**config.mk**
```make
export PLATFORM = sky130hd
export DESIGN_NAME = prewish_loader_flat
export DESIGN_NICKNAME = d
export VERILOG_FILES = /design/src/rtl/prewish_pkg.sv /design/src/rtl/prewish_if.sv /design/src/rtl/prewish_sync.sv /design/src/rtl/prewish_loader.sv /design/src/flat_wrapper.sv
export SDC_FILE = /design/constraint.sdc
export NUM_CORES = 1
export LEC_CHECK = 0
export CAP_MARGIN = 20
export CORE_ASPECT_RATIO = 1.1
export CORE_MARGIN = 2
export CORE_UTILIZATION = 53
export DETAILED_ROUTE_END_ITERATION = 10
export PLACE_DENSITY = 0.77
export SYNTH_ARGS = -nofsm -noshare
export SYNTH_HDL_FRONTEND = slang
export SYNTH_HIERARCHICAL = 1
export SYNTH_SLANG_ARGS = --single-unit
```
**constraint.sdc**
```tcl
create_clock -name CLK_I -period 2.4 [get_ports CLK_I]
set_clock_uncertainty 0.15 [all_clocks]
set_input_delay 0.48 -clock CLK_I [delete_from_list [all_inputs] [get_ports CLK_I]]
set_output_delay 0.48 -clock CLK_I [all_outputs]
set_load 0.01 [all_outputs]
```
**src/rtl/prewish_pkg.sv**
```systemverilog
// prewish_pkg: shared definitions for the prewish_loader front end.
//   state_t            - debounce FSM state encoding (2 bits)
//   DEFAULT_DATA_WIDTH - default DIP / mask width
package prewish_pkg;

    typedef enum logic [1:0] {
        IDLE     = 2'd0,
        PRESS_DB = 2'd1,
        DOWN     = 2'd2,
        REL_DB   = 2'd3
    } state_t;

    localparam int unsigned DEFAULT_DATA_WIDTH = 8;

endpackage

```
**src/rtl/prewish_if.sv**
```systemverilog
// prewish_if: load-strobe bus from prewish_loader to the mentor.
//   stb - one-cycle load strobe (drives mentor STB_I)
//   dat - latched mask, held between strobes (drives mentor DAT_I)
// No back-pressure: the receiver must accept every strobe.
interface prewish_if
    import prewish_pkg::*;
#(
    parameter int unsigned DATA_WIDTH = DEFAULT_DATA_WIDTH
);

    logic                  stb;
    logic [DATA_WIDTH-1:0] dat;

    modport master (output stb, output dat);
    modport slave  (input  stb, input  dat);

endinterface

```
**src/rtl/prewish_sync.sv**
```systemverilog
// prewish_sync: parameterised-width two-flop synchroniser.
//   clk     - destination clock
//   rst_n   - asynchronous active-low reset, loads RST_VAL into both stages
//   d       - asynchronous input
//   q       - synchronised output (2 cycles latency)
module prewish_sync #(
    parameter int unsigned          WIDTH   = 1,
    parameter logic [WIDTH-1:0]     RST_VAL = '0
) (
    input  logic             clk,
    input  logic             rst_n,
    input  logic [WIDTH-1:0] d,
    output logic [WIDTH-1:0] q
);

    logic [WIDTH-1:0] meta;

    always_ff @(posedge clk or negedge rst_n) begin
        if (!rst_n) begin
            meta <= RST_VAL;
            q    <= RST_VAL;
        end else begin
            meta <= d;
            q    <= meta;
        end
    end

endmodule

```
**src/rtl/prewish_loader.sv**
```systemverilog
// prewish_loader: DIP-switch / load-button front end for the mentor chain.
// Debounces an active-low button; each debounced press-and-release issues a
// one-cycle strobe carrying the DIP value sampled at release completion.
//   CLK_I     - system clock (rising edge)
//   RST_I     - asynchronous active-low reset
//   i_btn     - raw button, active-low, asynchronous
//   i_dip     - raw DIP switches, asynchronous
//   bus       - master side of prewish_if (stb = STB_O, dat = DAT_O)
//   o_pressed - debounced button level (1 = pressed)
module prewish_loader
    import prewish_pkg::*;
#(
    parameter int unsigned DEBOUNCE_BITS = 16,
    parameter int unsigned DATA_WIDTH    = DEFAULT_DATA_WIDTH
) (
    input  logic                  CLK_I,
    input  logic                  RST_I,
    input  logic                  i_btn,
    input  logic [DATA_WIDTH-1:0] i_dip,
    prewish_if.master             bus,
    output logic                  o_pressed
);

    localparam logic [DEBOUNCE_BITS-1:0] CNT_ONE = 1;

    logic                     btn_sync;
    logic                     btn_s;
    logic [DATA_WIDTH-1:0]    dip_s;

    state_t                   state, state_next;
    logic [DEBOUNCE_BITS-1:0] cnt, cnt_next;
    logic                     strobe_next;
    logic                     capture;

    // Button synchroniser resets to "released" so reset never fakes a press.
    prewish_sync #(
        .WIDTH   (1),
        .RST_VAL (1'b1)
    ) u_btn_sync (
        .clk   (CLK_I),
        .rst_n (RST_I),
        .d     (i_btn),
        .q     (btn_sync)
    );

    prewish_sync #(
        .WIDTH   (DATA_WIDTH),
        .RST_VAL ('0)
    ) u_dip_sync (
        .clk   (CLK_I),
        .rst_n (RST_I),
        .d     (i_dip),
        .q     (dip_s)
    );

    assign btn_s = ~btn_sync;

    // Counter only runs in the two debounce states; any move or any return
    // of btn_s to the opposite level restarts it, and reaching all-ones
    // always leaves the state, so it never wraps.
    always_comb begin
        state_next  = state;
        cnt_next    = cnt + CNT_ONE;
        strobe_next = 1'b0;
        capture     = 1'b0;
        case (state)
            IDLE: begin
                cnt_next = '0;
                if (btn_s) state_next = PRESS_DB;
            end
            PRESS_DB: begin
                if (!btn_s) begin
                    state_next = IDLE;
                    cnt_next   = '0;
                end else if (cnt == '1) begin
                    state_next = DOWN;
                    cnt_next   = '0;
                end
            end
            DOWN: begin
                cnt_next = '0;
                if (!btn_s) state_next = REL_DB;
            end
            REL_DB: begin
                if (btn_s) begin
                    state_next = DOWN;
                    cnt_next   = '0;
                end else if (cnt == '1) begin
                    state_next  = IDLE;
                    cnt_next    = '0;
                    strobe_next = 1'b1;
                    capture     = 1'b1;
                end
            end
            default: begin
                state_next = IDLE;
                cnt_next   = '0;
            end
        endcase
    end

    always_ff @(posedge CLK_I or negedge RST_I) begin
        if (!RST_I) begin
            state   <= IDLE;
            cnt     <= '0;
            bus.stb <= 1'b0;
            bus.dat <= '0;
        end else begin
            state   <= state_next;
            cnt     <= cnt_next;
            bus.stb <= strobe_next;
            if (capture) bus.dat <= dip_s;
        end
    end

    assign o_pressed = (state == DOWN) || (state == REL_DB);

endmodule
```
**src/flat_wrapper.sv**
```systemverilog
// flat-port wrapper written by rule: the top's interface ports become plain ports
module prewish_loader_flat import prewish_pkg::*;
#(
    parameter int unsigned DEBOUNCE_BITS = 16,
    parameter int unsigned DATA_WIDTH    = DEFAULT_DATA_WIDTH
)
  (CLK_I, RST_I, i_btn, i_dip, o_pressed, bus_stb, bus_dat);
  prewish_if #(.DATA_WIDTH(DATA_WIDTH)) bus_i ();
  input  logic CLK_I;
  input  logic RST_I;
  input  logic i_btn;
  input  logic [DATA_WIDTH-1:0] i_dip;
  output logic o_pressed;
  output wire logic [$bits(bus_i.stb)-1:0] bus_stb;
  output wire logic [$bits(bus_i.dat)-1:0] bus_dat;
  assign bus_stb = bus_i.stb;
  assign bus_dat = bus_i.dat;
  prewish_loader #(.DEBOUNCE_BITS(DEBOUNCE_BITS), .DATA_WIDTH(DATA_WIDTH)) u_core (.CLK_I(CLK_I), .RST_I(RST_I), .i_btn(i_btn), .i_dip(i_dip), .bus(bus_i), .o_pressed(o_pressed));
endmodule
```
### After elaboration in Yosys (flattened, before gate mapping)

Cells that the tools add are included.

* flip-flop bits (word level): 45
* bits of input ports: 11
* output and inout bits: 10
* word-level logic and storage cells: 35

* add/subtract/negate cells: 1
* eq/ne operators: 8
* mux-type cells: 14
* reduce and logical (&&, ||, !) cells: 4

Operators with widths (number)
* $mux W16: 3
* $pmux W16 S3: 1
* $add A16 B1 Y16 const B: 1
* $eq A16 B16 Y1 const B: 1
* $mux W2: 6
* $pmux W2 S4: 1
* $ne A3 B2 Y1 const B: 2
* $eq A2 B2 Y1 const B: 2
* $ne A2 B2 Y1 const B: 2
* $reduce_and A4 Y1: 1
* $mux W1: 3
* $eq A2 B1 Y1 const B: 1
* $logic_not A2 Y1: 1
* $reduce_or A2 Y1: 1
* $logic_or A1 B1 Y1: 1

### Depth between registers and ports, before layout

* depth after elaboration: 4
* gate-level depth with buffers: 6
* gate-level depth less buffers: 4

### Hierarchy

Netlist, hierarchy kept.

Modules (own cells, without submodules)
* prewish_loader: instances 1, cells an instance 110, area each 1268.7 µm², sequential area each 675.6 µm²
* prewish_sync (u_core.u_dip_sync): instances 1, cells an instance 16, area each 400.4 µm², sequential area each 400.4 µm²
* prewish_sync (u_core.u_btn_sync): instances 1, cells an instance 2, area each 52.6 µm², sequential area each 52.6 µm²

### Least setup slack after synthesis

OpenSTA, ideal clock, no wires.

* path type: register to register
* start: reg u_core.cnt[2]
* end: reg u_core.bus.dat[0]
* setup time: 0.125 ns
* data arrival time: 1.833 ns
* required time: 2.125 ns
* slack: 0.292 ns
* cell stages (with the launch flop): 7
* buffers on the path: 2
* cell sequence: dfrtp_1 -> and4_1 -> buf_6 -> nand4_4 -> or4_4 -> buf_6 -> mux2_4

* cells in the longest elaborated chain, start to end: 4

RTL lines
* start, declared: line prewish_loader.sv:31 `logic [DEBOUNCE_BITS-1:0] cnt, cnt_next;`
* start signal, assigned: line prewish_loader.sv:110 `cnt <= cnt_next;`
* $eq A16 B16 Y1: line prewish_loader.sv:88 `end else if (cnt == '1) begin`
* $mux W1: line prewish_loader.sv:88
* $mux W1: line prewish_loader.sv:85 `if (btn_s) begin`
* $mux W1: line prewish_loader.sv:66 `case (state)`
* end signal, assigned: line prewish_loader.sv:112 `if (capture) bus.dat <= dip_s;`
* end, declared: line prewish_if.sv:14 `modport master (output stb, output dat);`

Every way passes these cells.
A chain may end at the register's enable or synchronous reset.

### Worst setup path after layout

* start: reg u_core.cnt[7]
* end: reg u_core.bus.dat[0]

The elaborated chain is that of the path after synthesis.

==> impl_metrics.py <==
metrics = {
    "yosys": {
        "postSynthCellCount": 128,
        "syn_nets": 140,
        "ys_ff_latch": 45,
        "synth_compound_area_share_pct": 2.11,
        "yosysUniqueCellTypes": 29,
        "netlist_area_um2": 1720,
        "synth-warning-count": 6,
        "synth_edf_count": 0,
        "synthMuxAreaShare_pct": 7.56,
        "synth_top_family_by_area": "simple AND/OR/NAND/NOR gates",
        "ys_seq_area_share_pct": 65.6,
        "synth_ff_type": "dfrtp_1",
        "yosys.area_share.adder_pct": 0.727,
        "synth_xor_area_share_pct": 6.61,
        "postSynthAreaPerCell_um2": 13.5,
        "async_flop_share_pct": 100,
        "synthSimpleGateAreaFrac_pct": 14.8,
    },
    "critical_path": {
        "critPathCaptureType": "flop",
        "rr_worst_depth": 4,
        "r2r-end": "u_core/bus.dat[0]",
        "reg2reg_from": "u_core/cnt[7]",
        "cp-endpoint": "u_core/bus.dat[0]",
        "cp_max_fo": 8,
        "startpoint": "u_core/cnt[7]",
        "arrival_ns": 2.18,
        "cp-start-kind": "flop",
        "r2r_setup_slack_ns": 0.31,
        "worstSetupPathType": "reg -> reg",
        "cp.required_ns": 2.49,
    },
    "placed_design": {
        "place_congestion": 0.771,
        "portBuffers": 20,
        "place_hpwl_mm": 1.83,
    },
    "global_route": {
        "met3_usage_pct": 4.25,
        "use_met2_pct": 25.1,
        "grt_use_total_pct": 16.6,
        "grt_max_degree": 46,
        "first_global_vias": 1013,
        "grt_overflow": 0,
        "antenna_found_initial": 0,
        "top_usage_layer": "met2",
        "met1_usage_pct": 21.7,
        "grt_first_pass_wirelength_mm": 4.54,
    },
    "power": {
        "clkPwrFrac_pct": 30.7,
        "vdd_drop_max_uv": 503,
        "swShare_pct": 23.1,
        "power.total_mw": 1.19,
        "p_sw_mw": 0.275,
        "p_int_mw": 0.915,
        "p_comb_share_pct": 3.4,
        "power_density_nw_per_um2": 589,
        "p_seq_share_pct": 65.9,
        "p_leak_nw": 0.924,
    },
    "cells_and_area": {
        "layout_common_cells": "43 x dfrtp_1, 19 x clkdlybuf4s50_1, 14 x nor2_1, 11 x xor2_1, 9 x nand2_1",
        "area_growth_pct": 17.4,
        "multi_input_comb_area_um2": 548,
        "diodes": 0,
        "final_util_pct": 65.8,
        "drive_above_1_share_pct": 17.9,
        "final_common_cell": "dfrtp_1",
        "seqCellArea_um2": 1130,
        "nets": 167,
        "fillCellCount": 231,
    },
    "route": {
        "drt_iter0_drc": 33,
        "drc": 0,
        "vias": 985,
        "routed_wl_mm": 2.59,
        "firstDrtPassIters": 3,
        "viasPerCell": 5.18,
        "routedWlPerCell_um": 13.6,
        "route.antenna.remaining_nets": 0,
    },
    "sta": {
        "rsz0062_at_grt": "no",
        "fin_crit_ns": 2.09,
        "slew_violations": 0,
        "hold_viol_final": 0,
        "fin_crit_sh_pct": 87.0,
        "setup_viol": 0,
        "max_freq_mhz": 479,
        "slew_headroom_pct": 64.8,
        "worst_pin_slew_ns": 0.528,
        "fin_setup_tns_ns": 0,
        "hold_slack_ns": 0.0275,
    },
    "clocking": {
        "cts_tree": "done",
        "cts.clk_slew.worst_paths_ns": 0.13,
        "ctsHoldBuffers": 0,
        "cts_setup_buffers": 0,
        "insertion_delay_ns": 0.35,
        "clock_sinks": 45,
        "htreeDepth": 2,
        "cts-buffers-inserted": 5,
        "ctsResizeCount": 0,
        "cts_max_path_buffers": 2,
        "root_buffer": "clkbuf_4",
    },
    "floorplan": {
        "die_w_um": 58.3,
        "die_h_um": 63.8,
        "fp.coreArea_um2": 3070,
        "floorplan.initialDensity_pct": 56.0,
        "fp-row-count": 21,
        "io_pins": 21,
        "dieArea_um2": 3720,
    },
    "status": {
        "run_status": "finished clean",
    },
    "min_path": {
        "min_path_type": "in -> async",
    },
    "flow_run": {
        "cap_violations": 0,
    },
}
-- synth_stat cells (2+ instances only) --
| master | n | area [um^2] |
|---|---|---|
| o21ai_0 | 3 | 15.0 |
| nand2_1 | 9 | 33.8 |
| xnor2_1 | 2 | 17.5 |
| dfrtp_1 | 43 | 1080 |
| dfstp_2 | 2 | 52.6 |
| inv_1 | 2 | 7.51 |
| nand3_1 | 5 | 25.0 |
| clkbuf_1 | 2 | 7.51 |
| nor2_1 | 14 | 52.6 |
| nor3_1 | 2 | 10.0 |
| xor2_1 | 11 | 96.3 |
| nand4_1 | 5 | 31.3 |
| mux2_4 | 8 | 120 |
| and2_1 | 2 | 12.5 |
| buf_6 | 2 | 22.5 |
| and3_1 | 3 | 18.8 |
-- how the worst min path moves through the flow --
stage,from,to,slack [ns],depth (start not counted)
after global placement,u_core/u_dip_sync/meta[0],u_core/u_dip_sync/q[0],0.18,0
after global routing,RST_I,u_core/u_dip_sync/q[5],0.04,2
after detailed placement,u_core/u_dip_sync/meta[3],u_core/u_dip_sync/q[3],0.19,0
after floorplan,RST_I,async pin,0.03,0
final,RST_I,u_core/bus.stb,0.03,2
after CTS,RST_I,async pin,0.03,2
-- area by class of cell --
class | count | share of cell area (%)
sequential | 45 | 55.8
clock inverter | 3 | 1.24
clock buffer | 5 | 1.86
tap | 34 | 2.10
inverter | 2 | 0.371
timing repair buffer | 25 | 11.5
multi-input combinational | 76 | 27.1
-- registers in the layout, indices dropped and copies added (netlist names), named ones only --
register / count
u_core/cnt: 16
u_core/bus.dat: 8
u_core/u_dip_sync/meta: 8
u_core/u_dip_sync/q: 8
u_core/bus.stb: 1
u_core/state: 1
u_core/u_btn_sync/meta: 1
u_core/u_btn_sync/q: 1
-- through the flow --
step,setup WS (ns),instance area (um^2),instances
final,0.312,2020,190
after detailed placement,0.319,1960,182
after global routing,0.254,2020,190
after global placement,0.366,1960,182
after floorplan,0.292,1720,128
after CTS,0.313,2020,190
-- metal layers --
layer	routed length [um]	vias to the layer above	share of wire [%]
met5	0	-	0
met2	1270	14	49
met3	85	2	3.3
met1	1200	486	47
met4	21	0	0.81
li1	-	483	-
-- worst max-delay path: stages, from the launching register on --
cell and delay, ns:
dfrtp_1 0.42, and4_2 0.32, nand4_4 0.10, or4_4 0.66
mux2_4 0.33
-- power by group through the flow --
| stage | registers [mW] | clock network (mW) | logic [mW] |
|---|---|---|---|
| global placement | 0.798 | 0 | 0.0416 |
| global route | 0.787 | 0.421 | 0.0474 |
| finish | 0.784 | 0.365 | 0.0408 |
| detailed placement | 0.799 | 0 | 0.0427 |
| floorplan | 0.797 | 0 | 0.00877 |
| CTS | 0.785 | 0.387 | 0.0428 |
-- logic make-up after synthesis --
kind of cell / Yosys count
XOR/XNOR: 13
adder cells (fa/ha/maj): 1
buffers and inverters: 7
multiplexers: 9
AND/OR/NAND/NOR: 47
AO/OA/AOI/OAI: 6
flip-flops: 45
No activity file was read; power rests on OpenSTA's default activity.
